<file path="src/rtl/pipe_arith_pkg.sv">
// Shared types and helpers for the sliced
// add/subtract/compare pipeline.
package pipe_arith_pkg;

  typedef struct packed {
    logic eq;
    logic gt;
  } cmp_t;

  localparam logic OP_ADD = 1'b0;
  localparam logic OP_SUB = 1'b1;

  localparam int MAX_CHUNK = 32;

  localparam cmp_t CMP_EQ = '{
    eq: 1'b1,
    gt: 1'b0
  };

  function automatic cmp_t slice_cmp(
    input logic [MAX_CHUNK-1:0] a,
    input logic [MAX_CHUNK-1:0] b
  );
    cmp_t c;
    c.eq = (a == b);
    c.gt = (a > b);
    return c;
  endfunction

endpackage

</file>
<file path="src/rtl/pipe_addsub_cmp_if.sv">
// Operand/result handshake bundle for
// the pipelined add/sub/compare unit.
interface pipe_addsub_cmp_if #(
  parameter int WIDTH = 8
);

  logic             in_valid;
  logic             in_ready;
  logic [WIDTH-1:0] a;
  logic [WIDTH-1:0] b;
  logic             op;
  logic             out_valid;
  logic             out_ready;
  logic [WIDTH-1:0] result;
  logic             cout;
  logic             eq;
  logic             gt;
  logic             lt;

  modport master (
    output in_valid,
    output a,
    output b,
    output op,
    output out_ready,
    input  in_ready,
    input  out_valid,
    input  result,
    input  cout,
    input  eq,
    input  gt,
    input  lt
  );

  modport slave (
    input  in_valid,
    input  a,
    input  b,
    input  op,
    input  out_ready,
    output in_ready,
    output out_valid,
    output result,
    output cout,
    output eq,
    output gt,
    output lt
  );

endinterface

</file>
<file path="src/rtl/addsub_cmp_stage.sv">
// One CHUNK-wide slice: add/sub with carry in,
// compare merge, and the stage output registers.
module addsub_cmp_stage
  import pipe_arith_pkg::*;
#(
  parameter int CHUNK = 4
) (
  input  logic             clk,
  input  logic             rst,
  input  logic             en,
  input  logic             valid_i,
  input  logic             op_i,
  input  logic             cin_i,
  input  logic [CHUNK-1:0] a_i,
  input  logic [CHUNK-1:0] b_i,
  input  cmp_t             cmp_i,
  output logic             valid_o,
  output logic             cout_o,
  output logic [CHUNK-1:0] sum_o,
  output cmp_t             cmp_o
);

  logic [CHUNK-1:0] bb;
  logic [CHUNK:0]   tot;
  cmp_t             sc;
  cmp_t             cmp_d;

  always_comb begin
    bb = (op_i == OP_ADD) ? b_i : ~b_i;
    tot = {1'b0, a_i}
        + {1'b0, bb}
        + {{CHUNK{1'b0}}, cin_i};
    sc = slice_cmp(
      MAX_CHUNK'(a_i),
      MAX_CHUNK'(b_i)
    );
    // equal slice defers to lower slices
    cmp_d = sc.eq ? cmp_i : sc;
  end

  always_ff @(posedge clk) begin
    if (rst) begin
      valid_o <= 1'b0;
      cout_o  <= 1'b0;
      sum_o   <= '0;
      cmp_o   <= '0;
    end else if (en) begin
      valid_o <= valid_i;
      cout_o  <= tot[CHUNK];
      sum_o   <= tot[CHUNK-1:0];
      cmp_o   <= cmp_d;
    end
  end

endmodule

</file>
<file path="src/rtl/pipe_addsub_cmp.sv">
// Pipelined add/sub with magnitude compare,
// one CHUNK slice per stage, LSB first.
module pipe_addsub_cmp
  import pipe_arith_pkg::*;
#(
  parameter int WIDTH = 8,
  parameter int CHUNK = 4
) (
  input  logic clk,
  input  logic rst,
  pipe_addsub_cmp_if.slave io
);

  localparam int STAGES = WIDTH / CHUNK;

  logic              adv;
  logic [STAGES-1:0] v;
  logic [STAGES-1:0] c_q;
  cmp_t              cmp_q [STAGES];
  logic [CHUNK-1:0]  s_q   [STAGES];

  assign adv = !v[STAGES-1] || io.out_ready;
  assign io.in_ready = adv;

  for (genvar k = 0; k < STAGES; k++) begin : g_st
    localparam int RW = WIDTH - k*CHUNK;

    // operand bits still to be consumed,
    // current slice at the bottom
    logic [RW-1:0] ar;
    logic [RW-1:0] br;
    logic          vi;
    logic          opi;
    logic          ci;
    cmp_t          cmpi;

    if (k == 0) begin : g_in
      assign ar   = io.a;
      assign br   = io.b;
      assign vi   = io.in_valid;
      assign opi  = io.op;
      assign ci   = (io.op == OP_SUB);
      assign cmpi = CMP_EQ;
    end else begin : g_sk
      logic [k*CHUNK-1:0] lo;

      assign vi   = v[k-1];
      assign ci   = c_q[k-1];
      assign cmpi = cmp_q[k-1];

      always_ff @(posedge clk) begin
        if (rst) begin
          ar  <= '0;
          br  <= '0;
          opi <= 1'b0;
        end else if (adv) begin
          ar  <= g_st[k-1].ar[RW+CHUNK-1:CHUNK];
          br  <= g_st[k-1].br[RW+CHUNK-1:CHUNK];
          opi <= g_st[k-1].opi;
        end
      end

      // finished low result slices
      if (k == 1) begin : g_l1
        always_ff @(posedge clk) begin
          if (rst) begin
            lo <= '0;
          end else if (adv) begin
            lo <= s_q[0];
          end
        end
      end else begin : g_ln
        always_ff @(posedge clk) begin
          if (rst) begin
            lo <= '0;
          end else if (adv) begin
            lo <= {s_q[k-1], g_st[k-1].g_sk.lo};
          end
        end
      end
    end

    addsub_cmp_stage #(
      .CHUNK (CHUNK)
    ) u_stage (
      .clk     (clk),
      .rst     (rst),
      .en      (adv),
      .valid_i (vi),
      .op_i    (opi),
      .cin_i   (ci),
      .a_i     (ar[CHUNK-1:0]),
      .b_i     (br[CHUNK-1:0]),
      .cmp_i   (cmpi),
      .valid_o (v[k]),
      .cout_o  (c_q[k]),
      .sum_o   (s_q[k]),
      .cmp_o   (cmp_q[k])
    );
  end

  if (STAGES == 1) begin : g_r1
    assign io.result = s_q[0];
  end else begin : g_rn
    assign io.result = {
      s_q[STAGES-1],
      g_st[STAGES-1].g_sk.lo
    };
  end

  assign io.out_valid = v[STAGES-1];
  assign io.cout      = c_q[STAGES-1];
  assign io.eq        = cmp_q[STAGES-1].eq;
  assign io.gt        = cmp_q[STAGES-1].gt;
  assign io.lt        = v[STAGES-1]
                      & !cmp_q[STAGES-1].eq
                      & !cmp_q[STAGES-1].gt;

endmodule

</file>
<file path="src/flat_wrapper.sv">
// flat-port wrapper written by rule: the top's interface ports become plain ports
module pipe_addsub_cmp_flat import pipe_arith_pkg::*;
#(
  parameter int WIDTH = 8,
  parameter int CHUNK = 4
)
  (clk, rst, io_in_valid, io_a, io_b, io_op, io_out_ready, io_in_ready, io_out_valid, io_result, io_cout, io_eq, io_gt, io_lt);
  pipe_addsub_cmp_if #(.WIDTH(WIDTH)) io_i ();
  input  logic clk;
  input  logic rst;
  input wire logic [$bits(io_i.in_valid)-1:0] io_in_valid;
  input wire logic [$bits(io_i.a)-1:0] io_a;
  input wire logic [$bits(io_i.b)-1:0] io_b;
  input wire logic [$bits(io_i.op)-1:0] io_op;
  input wire logic [$bits(io_i.out_ready)-1:0] io_out_ready;
  output wire logic [$bits(io_i.in_ready)-1:0] io_in_ready;
  output wire logic [$bits(io_i.out_valid)-1:0] io_out_valid;
  output wire logic [$bits(io_i.result)-1:0] io_result;
  output wire logic [$bits(io_i.cout)-1:0] io_cout;
  output wire logic [$bits(io_i.eq)-1:0] io_eq;
  output wire logic [$bits(io_i.gt)-1:0] io_gt;
  output wire logic [$bits(io_i.lt)-1:0] io_lt;
  assign io_i.in_valid = io_in_valid;
  assign io_i.a = io_a;
  assign io_i.b = io_b;
  assign io_i.op = io_op;
  assign io_i.out_ready = io_out_ready;
  assign io_in_ready = io_i.in_ready;
  assign io_out_valid = io_i.out_valid;
  assign io_result = io_i.result;
  assign io_cout = io_i.cout;
  assign io_eq = io_i.eq;
  assign io_gt = io_i.gt;
  assign io_lt = io_i.lt;
  pipe_addsub_cmp #(.WIDTH(WIDTH), .CHUNK(CHUNK)) u_core (.clk(clk), .rst(rst), .io(io_i));
endmodule
</file>
<file path="config.mk">
export PLATFORM = sky130hd
export DESIGN_NAME = pipe_addsub_cmp_flat
export DESIGN_NICKNAME = d
export VERILOG_FILES = /design/src/rtl/pipe_arith_pkg.sv /design/src/rtl/pipe_addsub_cmp_if.sv /design/src/rtl/addsub_cmp_stage.sv /design/src/rtl/pipe_addsub_cmp.sv /design/src/flat_wrapper.sv
export SDC_FILE = /design/constraint.sdc
export NUM_CORES = 1
export LEC_CHECK = 0
export CORE_AREA = 5 5 63 65
export CTS_BUF_LIST = sky130_fd_sc_hd__clkbuf_16
export DETAILED_ROUTE_END_ITERATION = 10
export DIE_AREA = 0 0 68 70
export PLACE_DENSITY_LB_ADDON = 0.25
export SLEW_MARGIN = 0
export SYNTH_ARGS = -nofsm -noshare
export SYNTH_HDL_FRONTEND = slang
export SYNTH_SLANG_ARGS = --single-unit
</file>
<file path="constraint.sdc">
create_clock -name clk -period 2.1 [get_ports clk]
set_clock_uncertainty 0.05 [all_clocks]
set_input_delay 0.315 -clock clk [delete_from_list [all_inputs] [get_ports clk]]
set_output_delay 0.315 -clock clk [all_outputs]
set_load 0.02 [all_outputs]
</file>
# --- Yosys cells after proc, flatten, opt, wreduce, memory -nomap -nowiden ---
# Index checks and enable logic that the tools add are counted.
op_classes:
  n_addsub: 4
  multipliers: 0
  div_mod_pow: 0
  order_cmp: 2
  n_eq_ne: 2
  n_shift: 0
  muxes: 4
  n_bitwise: 4
  reduce_logical: 4
ops:
  columns: ["op", "n"]
  rows:
  - ["4-bit by 4-bit adder with 5-bit output", 2]
  - ["5-bit by 1-bit adder with 5-bit output", 2]
  - ["4-bit == test", 2]
  - ["4-bit greater-than comparator", 2]
  - ["4-bit two-way mux", 2]
  - ["4-bit inverter", 2]
  - ["2-bit two-way mux", 2]
  - ["1-bit zero test", 3]
  - ["1-bit AND", 2]
  - ["1-bit logical OR", 1]
totals:
  regBits: 29
  latchBits: 0
  ram_bits: 0
  rom_bits: 0
  n_memories: 0

# --- Depth between registers and ports, before layout ---
# Gate-level depths: netlist of run 1.
depth:
  word_depth: 4
  mapped_depth: 9

# --- By module ---
# From an unflattened synthesis of run 1, not the netlist that was laid out.
hier_totals:
  hier_cells: 188
  hier_area_um2: 1761.7
by_module_without_submodules:
  columns: ["mod", "instances", "cells_per_inst", "area_each_um2"]
  rows:
  - ["addsub_cmp_stage", 2, 63, 570.5]
  - ["pipe_addsub_cmp", 1, 62, 620.6]

# --- Worst setup path before layout of run 1 ---
# No wires, ideal clock.
synth_path:
  path_type: "reg2reg"
  from: "reg u_core.g_st[1].opi"
  to: "reg u_core.g_st[1].u_stage.sum_o[2]"
  setup_time_ps: 128
  t_arrival_ps: 1635
  slack_ps: 288
  path_stages_with_launch: 10
  path_buffers: 1
  path_cell_list: "dfxtp_1 clkbuf_1 xor2_1 fa_1 inv_1 fa_1 nor2b_1 nor3_1 a21oi_1 nor2_1"
synth_between:
  elab_chain_len: 3
synth_lines:
  columns: ["item", "line_no", "source"]
  rows:
  - ["from (decl)", "pipe_addsub_cmp.sv:33", "logic opi;"]
  - ["from (signal assigned)", "pipe_addsub_cmp.sv:59", "opi <= g_st[k-1].opi;"]
  - ["4-bit two-way mux", "addsub_cmp_stage.sv:29", "bb = (op_i == OP_ADD) ? b_i : ~b_i;"]
  - ["4-bit by 4-bit adder with 5-bit output", "addsub_cmp_stage.sv:31", "+ {1'b0, bb}"]
  - ["5-bit by 1-bit adder with 5-bit output", "addsub_cmp_stage.sv:32", "+ {{CHUNK{1'b0}}, cin_i};"]
  - ["to (signal assigned)", "addsub_cmp_stage.sv:50", "sum_o <= tot[CHUNK-1:0];"]
  - ["to (decl)", "addsub_cmp_stage.sv:19", "output logic [CHUNK-1:0] sum_o,"]
# Every way passes these cells.
# A chain may end at the register's enable or synchronous reset.

# --- Worst setup path after layout of run 1 ---
layout_path:
  from: "in io_out_ready"
  to: "out io_in_ready"
layout_between:
  elab_chain_len: 1
layout_lines:
  columns: ["item", "line_no", "source"]
  rows:
  - ["from (decl)", "flat_wrapper.sv:15", "input wire logic [$bits(io_i.out_ready)-1:0] io_out_ready;"]
  - ["1-bit logical OR", "pipe_addsub_cmp.sv:22", "assign adv = !v[STAGES-1] || io.out_ready;"]
  - ["to (decl)", "flat_wrapper.sv:16", "output wire logic [$bits(io_i.in_ready)-1:0] io_in_ready;"]
# Every way passes these cells.

==> impl_metrics.csv, run 1 <==
group,metric,value,unit
final_layout,fill_cells,268,
final_layout,final_cell_mix,"nand2_1, clkdlybuf4s50_1, dfxtp_1",
final_layout,seq_area,581,sq um
placed_design,gp_congestion,0.889,
sta,rsz0062_at_grt,"no",
drt,totalWireLength,3560,um
logic_synthesis,avgSynthCellArea,8.50,sq um
global_routing,grt_pass1_wl,6040,um
final_layout,drive_gt1_share,10.6,%
clock_tree,root_buffer,"clkbuf_16",
critical_path,cp.required,1740,ps
power,leakagePower,0.913,nW
clock_tree,cts_hold_buffers,0,
critical_path,cpPeakStageDelay,600,ps
logic_synthesis,synth_area,1580,sq um
drt,vias,1366,
final_layout,multi_input_area,872,sq um
global_routing,grt_pass1_vias,1388,
floorplan,die_h,70,um
sta,hold-worst-slack,400,ps
logic_synthesis,synth_edf_count,0,
clock_tree,clk_pin_slew,50,ps
sta,tightestPinTransition,300,ps
drt,routedWlPerCell,13.0,um
logic_synthesis,ys_ff_latch,29,
clock_tree,clock_latency,270,ps
drt,initialDrtViolationCount,62,
power,power_density,802,nW/um^2
logic_synthesis,yosysTopAreaCellShare,36.7,%
critical_path,critPathSlowestCell,"clkdlybuf4s50_1",
logic_synthesis,synth_cell_types,33,
final_layout,final_area,2110,sq um
final_layout,diodes,0,
clock_tree,ctsHtreeMaxLevel,2,
sta,slew-limit-headroom,80.0,%
min_path,hold_path_class,"reg2reg",
sta,fmax,507,MHz
floorplan,ios,35,
critical_path,worstSetupStartpointType,"input port",
drt,firstDrtPassIters,4,
drt,via_per_inst,5.00,
final_layout,fin_util,64.3,%
sta,period_minus_slack,1970,ps
clock_tree,clockBufferDepth,2,
logic_synthesis,synth_top_flop_cell,"dfxtp_1",
run,cap_viol_max_count,0,
global_routing,grt_use_total,16.7,%
drt,drc_errors,0,
logic_synthesis,yosysWarnings,0,
floorplan,dieArea,4760,sq um
global_routing,antenna_found_initial,0,
critical_path,critPathMaxFanout,2,
power,irDropWorstVdd,0.000417,V
floorplan,initial_core_util,48.2,%
clock_tree,clkSinkCount,29,
logic_synthesis,synthArstFlopShare,0,%
sta,slew_viol_final,0,
critical_path,worstSetupPathType,"in2out",
logic_synthesis,syn-num-nets,224,
placed_design,place_area,1970,sq um
clock_tree,post_cts_resized,0,
logic_synthesis,yosysTopAreaCell,"dfxtp_1",
sta,finalCritPeriodShare,93.9,%
global_routing,grt_max_degree,32,
sta,setup_viol,0,
sta,hold_viol,0,
drt,ant_nets,0,
sta,fin_setup_tns,0,ps
critical_path,crit_top_cell,"clkdlybuf4s50_1",
critical_path,worstPathArrival,1610,ps
final_layout,syn_to_final_growth,33.6,%
critical_path,crit_path_end_kind,"output pin",
logic_synthesis,synthCells,186,
logic_synthesis,synth_area_leaders,"dfxtp_1, ha_1, a21oi_1",
floorplan,dieWidth,68,um
final_layout,final_nets,264,
status,status,"finished, final reports clean",
placed_design,numPortBuffers,34,
global_routing,grt_overflow_total,0,
logic_synthesis,ys_seq_area_share,36.7,%
critical_path,crit_chain,"clkdlybuf4s50_1, nor2b_4, inv_2, clkdlybuf4s50_1",
clock_tree,cts_buffers,5,
floorplan,std_cell_rows,21,
floorplan,core_area,3280,sq um
clock_tree,postCtsSetupRepairBufs,0,
placed_design,dp_hpwl,2750,um
clock_tree,cts_tree,"done",
[where the power goes]
part	switching [mW]	internal, mW	total, mW
combinational	0.185	0.194	0.378
clock	0.243	0.433	0.676
sequential	0.0335	0.606	0.639
[flip-flops by register name (all words and copies together), names as in the netlist]
register,flops
u_core.g_st.u_stage.valid_o,2
u_core.g_st.u_stage.cout_o,2
u_core.g_st.u_stage.cmp_o,4
u_core.g_st.g_sk.lo,4
u_core.g_st.opi,1
u_core.g_st.br,4
u_core.g_st.ar,4
u_core.g_st.u_stage.sum_o,8
[synthesized netlist by cell type, types with 4 or more instances]
cell type and n:
xor2_1 7, buf_6 4, dfxtp_1 29, inv_1 13, ha_1 14, a21oi_1 27, nor2_1 12, nand3_1 4
nand2_1 34
[worst max-delay path: cells and delay by family]
kind | cells | cell delay (ps)
buffers and inverters | 3 | 1220
AND/OR/NAND/NOR | 1 | 70
[final timing paths]
check,startpoint,end,slack [ps],cells past startpoint
setup / recovery,io_out_ready,io_in_ready,130,4
hold / removal,u_core.g_st[1].u_stage.sum_o[0],u_core.g_st[1].u_stage.sum_o[0],400,2
setup reg to reg,u_core.g_st[1].opi,u_core.g_st[1].u_stage.sum_o[2],210,8
hold reg to reg,u_core.g_st[1].u_stage.sum_o[0],u_core.g_st[1].u_stage.sum_o[0],400,2
[routing by layer]
metal	track usage (%)	wire length [um]	up-vias
li1	-	-	702
met1	19.0	1460	627
met2	27.3	1830	30
met3	5.77	213	7
met4	7.28	54	0
met5	0	0	-
[logic make-up after synthesis]
logic type | Yosys count | share of synthesized area (%)
compound gates | 42 | 16.1
buf+inv | 24 | 8.15
flops | 29 | 36.7
xor+xnor | 9 | 4.98
simple gates | 64 | 18.4
fa+ha+maj | 17 | 14.9
mux | 1 | 0.712
[stage by stage]
stage                     worst slack, ps  total power [mW]  instances
final                                 129              1.69        273
after global routing                 66.5              1.78        273
after CTS                             115              1.71        273
after floorplan                       288             0.874        186
after detailed placement            -83.8              1.03        265
after global placement              -32.9              1.01        265
[final cells by class]
cell class                 instances  share of cell area (%)
inverter                          14                    2.49
clock buffer                       5                    5.92
clock inverter                     3                   0.829
tap                               46                    2.72
timing repair buffer              43                    19.3
sequential                        29                    27.5
multi-input combinational        133                    41.3
Power figures use the tool's default switching activity.
==> run 2: changes to the inputs <==
- ABC_CLOCK_PERIOD_IN_PS: default -> 2100
- CORE_AREA: 5 5 63 65 -> 2 2 60 62
- CTS_CLUSTER_DIAMETER: default -> 40
- DIE_AREA: 0 0 68 70 -> 0 0 62 64
==> impl_metrics.csv, run 2 (synthesis gave the netlist of run 1 again) <==
group,metric,value,unit
global_routing,grt_pass1_vias,1377,
sta,finalCritPeriodShare,91.6,%
power,power,1.70,mW
critical_path,worstPathArrival,1560,ps
placed_design,numPortBuffers,34,
min_path,hold_path_class,"reg2reg",
global_routing,antenna_found_initial,0,
floorplan,dieArea,3970,sq um
global_routing,grt_max_degree,32,
critical_path,regToRegSetupSlack,270,ps
clock_tree,ctsHtreeMaxLevel,2,
critical_path,endpoint,"io_in_ready",
sta,tightestPinTransition,289,ps
drt,routedWlPerCell,12.5,um
floorplan,ios,35,
power,power_density,804,nW/um^2
power,p_sw,0.468,mW
power,p_sw_share,27.5,%
floorplan,die_h,64,um
critical_path,crit_path_end_kind,"output pin",
final_layout,final_nets,264,
critical_path,crit-reg2reg-launch,"u_core.g_st[1].opi",
floorplan,dieWidth,62,um
global_routing,grt_use_total,20.0,%
drt,via_per_inst,5.02,
final_layout,largest_reg_flops,8,
final_layout,diodes,0,
critical_path,critPathMaxFanout,2,
critical_path,crit_start,"io_out_ready",
sta,rsz0062_at_grt,"no",
drt,firstDrtPassIters,4,
sta,setup_viol,0,
sta,slew-limit-headroom,80.7,%
clock_tree,clkSinkCount,29,
power,power.clock.fraction,40.1,%
sta,period_minus_slack,1920,ps
placed_design,dp_hpwl,2470,um
clock_tree,clk_pin_slew,50,ps
power,p_int,1.23,mW
critical_path,regToRegEndpoint,"u_core.g_st[1].u_stage.sum_o[2]",
placed_design,dp_slack,-46.9,ps
final_layout,drive_gt1_share,10.6,%
clock_tree,clockBufferDepth,2,
placed_design,gp_congestion,0.840,
run,cap_viol_max_count,0,
clock_tree,post_cts_resized,0,
power,irDropWorstVdd,0.000454,V
sta,worst_slack,177,ps
final_layout,fin_util,64.3,%
clock_tree,cts_buffers,5,
clock_tree,clock_latency,280,ps
critical_path,critPathSlowestCell,"clkdlybuf4s50_1",
final_layout,top_register,"u_core.g_st.u_stage.sum_o",
placed_design,post-place-cells,265,
drt,drc_errors,0,
sta,hold_viol,0,
sta,slew_viol_final,0,
floorplan,initial_core_util,48.2,%
power,p_seq_share,37.7,%
power,combPwrFrac,22.2,%
status,status,"finished, final reports clean",
floorplan,core_area,3280,sq um
final_layout,finalNonFillerCells,273,
critical_path,worstSetupPathType,"in2out",
sta,fmax,520,MHz
clock_tree,cts_tree,"done",
final_layout,fill_cells,293,
min_path,hold_depth,2,
drt,totalWireLength,3400,um
critical_path,cp.required,1740,ps
global_routing,grt_pass1_wl,5820,um
clock_tree,postCtsSetupRepairBufs,0,
global_routing,grt_overflow_total,0,
drt,initialDrtViolationCount,48,
critical_path,crit_top_cell,"clkdlybuf4s50_1",
critical_path,crit_chain,"clkdlybuf4s50_1, nor2b_4, inv_2, clkdlybuf4s50_1",
clock_tree,root_buffer,"clkbuf_16",
power,leakagePower,0.913,nW
clock_tree,cts_hold_buffers,0,
critical_path,worstSetupStartpointType,"input port",
critical_path,cpPeakStageDelay,590,ps
drt,vias,1370,
final_layout,final_cell_mix,"nand2_1, clkdlybuf4s50_1, dfxtp_1",
final_layout,syn_to_final_growth,33.6,%
drt,ant_nets,0,
floorplan,std_cell_rows,21,
critical_path,rr_worst_depth,8,
run 2: cell counts in the layout (fill, tap and decap cells not counted):
Identical to the previous run, type by type.
run 2: layout make-up:
| cell class | count | area, sq um | area share, % |
|---|---|---|---|
| inverters | 14 | 52.6 | 2.49 |
| flip-flops and latches | 29 | 581 | 27.5 |
| multi-input cells | 133 | 872 | 41.3 |
| repair buffers | 43 | 408 | 19.3 |
| clock inverters | 3 | 17.5 | 0.829 |
| well taps | 46 | 57.6 | 2.72 |
| clock buffers | 5 | 125 | 5.92 |
run 2: power groups by stage:
| stage | sequential, mW | clock, mW | combinational (mW) |
|---|---|---|---|
| 2_1_floorplan | 0.674 | 0 | 0.200 |
| 3_3_place_gp | 0.647 | 0 | 0.364 |
| 3_5_place_dp | 0.650 | 0 | 0.373 |
| 4_1_cts | 0.641 | 0.693 | 0.378 |
| 5_1_grt | 0.646 | 0.726 | 0.421 |
| 6_report | 0.640 | 0.681 | 0.378 |
run 2: worst max-delay path, delay by kind of cell:
family,cells,cell delay [ps]
buffers and inverters,3,1180
and+or+nand+nor,1,60
run 2: metal layers:
layer	part of all wire, %	wire (um)	GRT usage [%]
met5	0	0	0
met4	1.7	59	9.84
met3	5.6	191	8.10
met2	50	1720	32.7
met1	42	1440	21.7
run 2: worst min-delay path by stage:
stage                                     from                               to  slack (ps)
3_5_place_dp         u_core.g_st[1].g_sk.lo[2]        u_core.g_st[1].g_sk.lo[2]         400
6_report        u_core.g_st[0].u_stage.valid_o   u_core.g_st[0].u_stage.valid_o         400
5_1_grt        u_core.g_st[1].u_stage.sum_o[0]  u_core.g_st[1].u_stage.sum_o[0]         430
2_1_floorplan  u_core.g_st[0].u_stage.sum_o[1]  u_core.g_st[0].u_stage.sum_o[1]         380
3_3_place_gp         u_core.g_st[1].g_sk.lo[1]        u_core.g_st[1].g_sk.lo[1]         390
4_1_cts              u_core.g_st[1].g_sk.lo[3]        u_core.g_st[1].g_sk.lo[3]         410
run 2: metrics by stage:
step           hold WS [ps]  TNS [ps]  instance area (sq um)
3_5_place_dp            398     -76.8                   1970
3_3_place_gp            387     -24.9                   1970
2_1_floorplan           382         0                   1580
5_1_grt                 432         0                   2110
6_report                402         0                   2110
4_1_cts                 405         0                   2110
==> run 3: changes to the inputs <==
- HOLD_SLACK_MARGIN: default -> 0.08
==> results of run 3 <==
The final DEF is identical to that of run 2; final timing and power are the same.
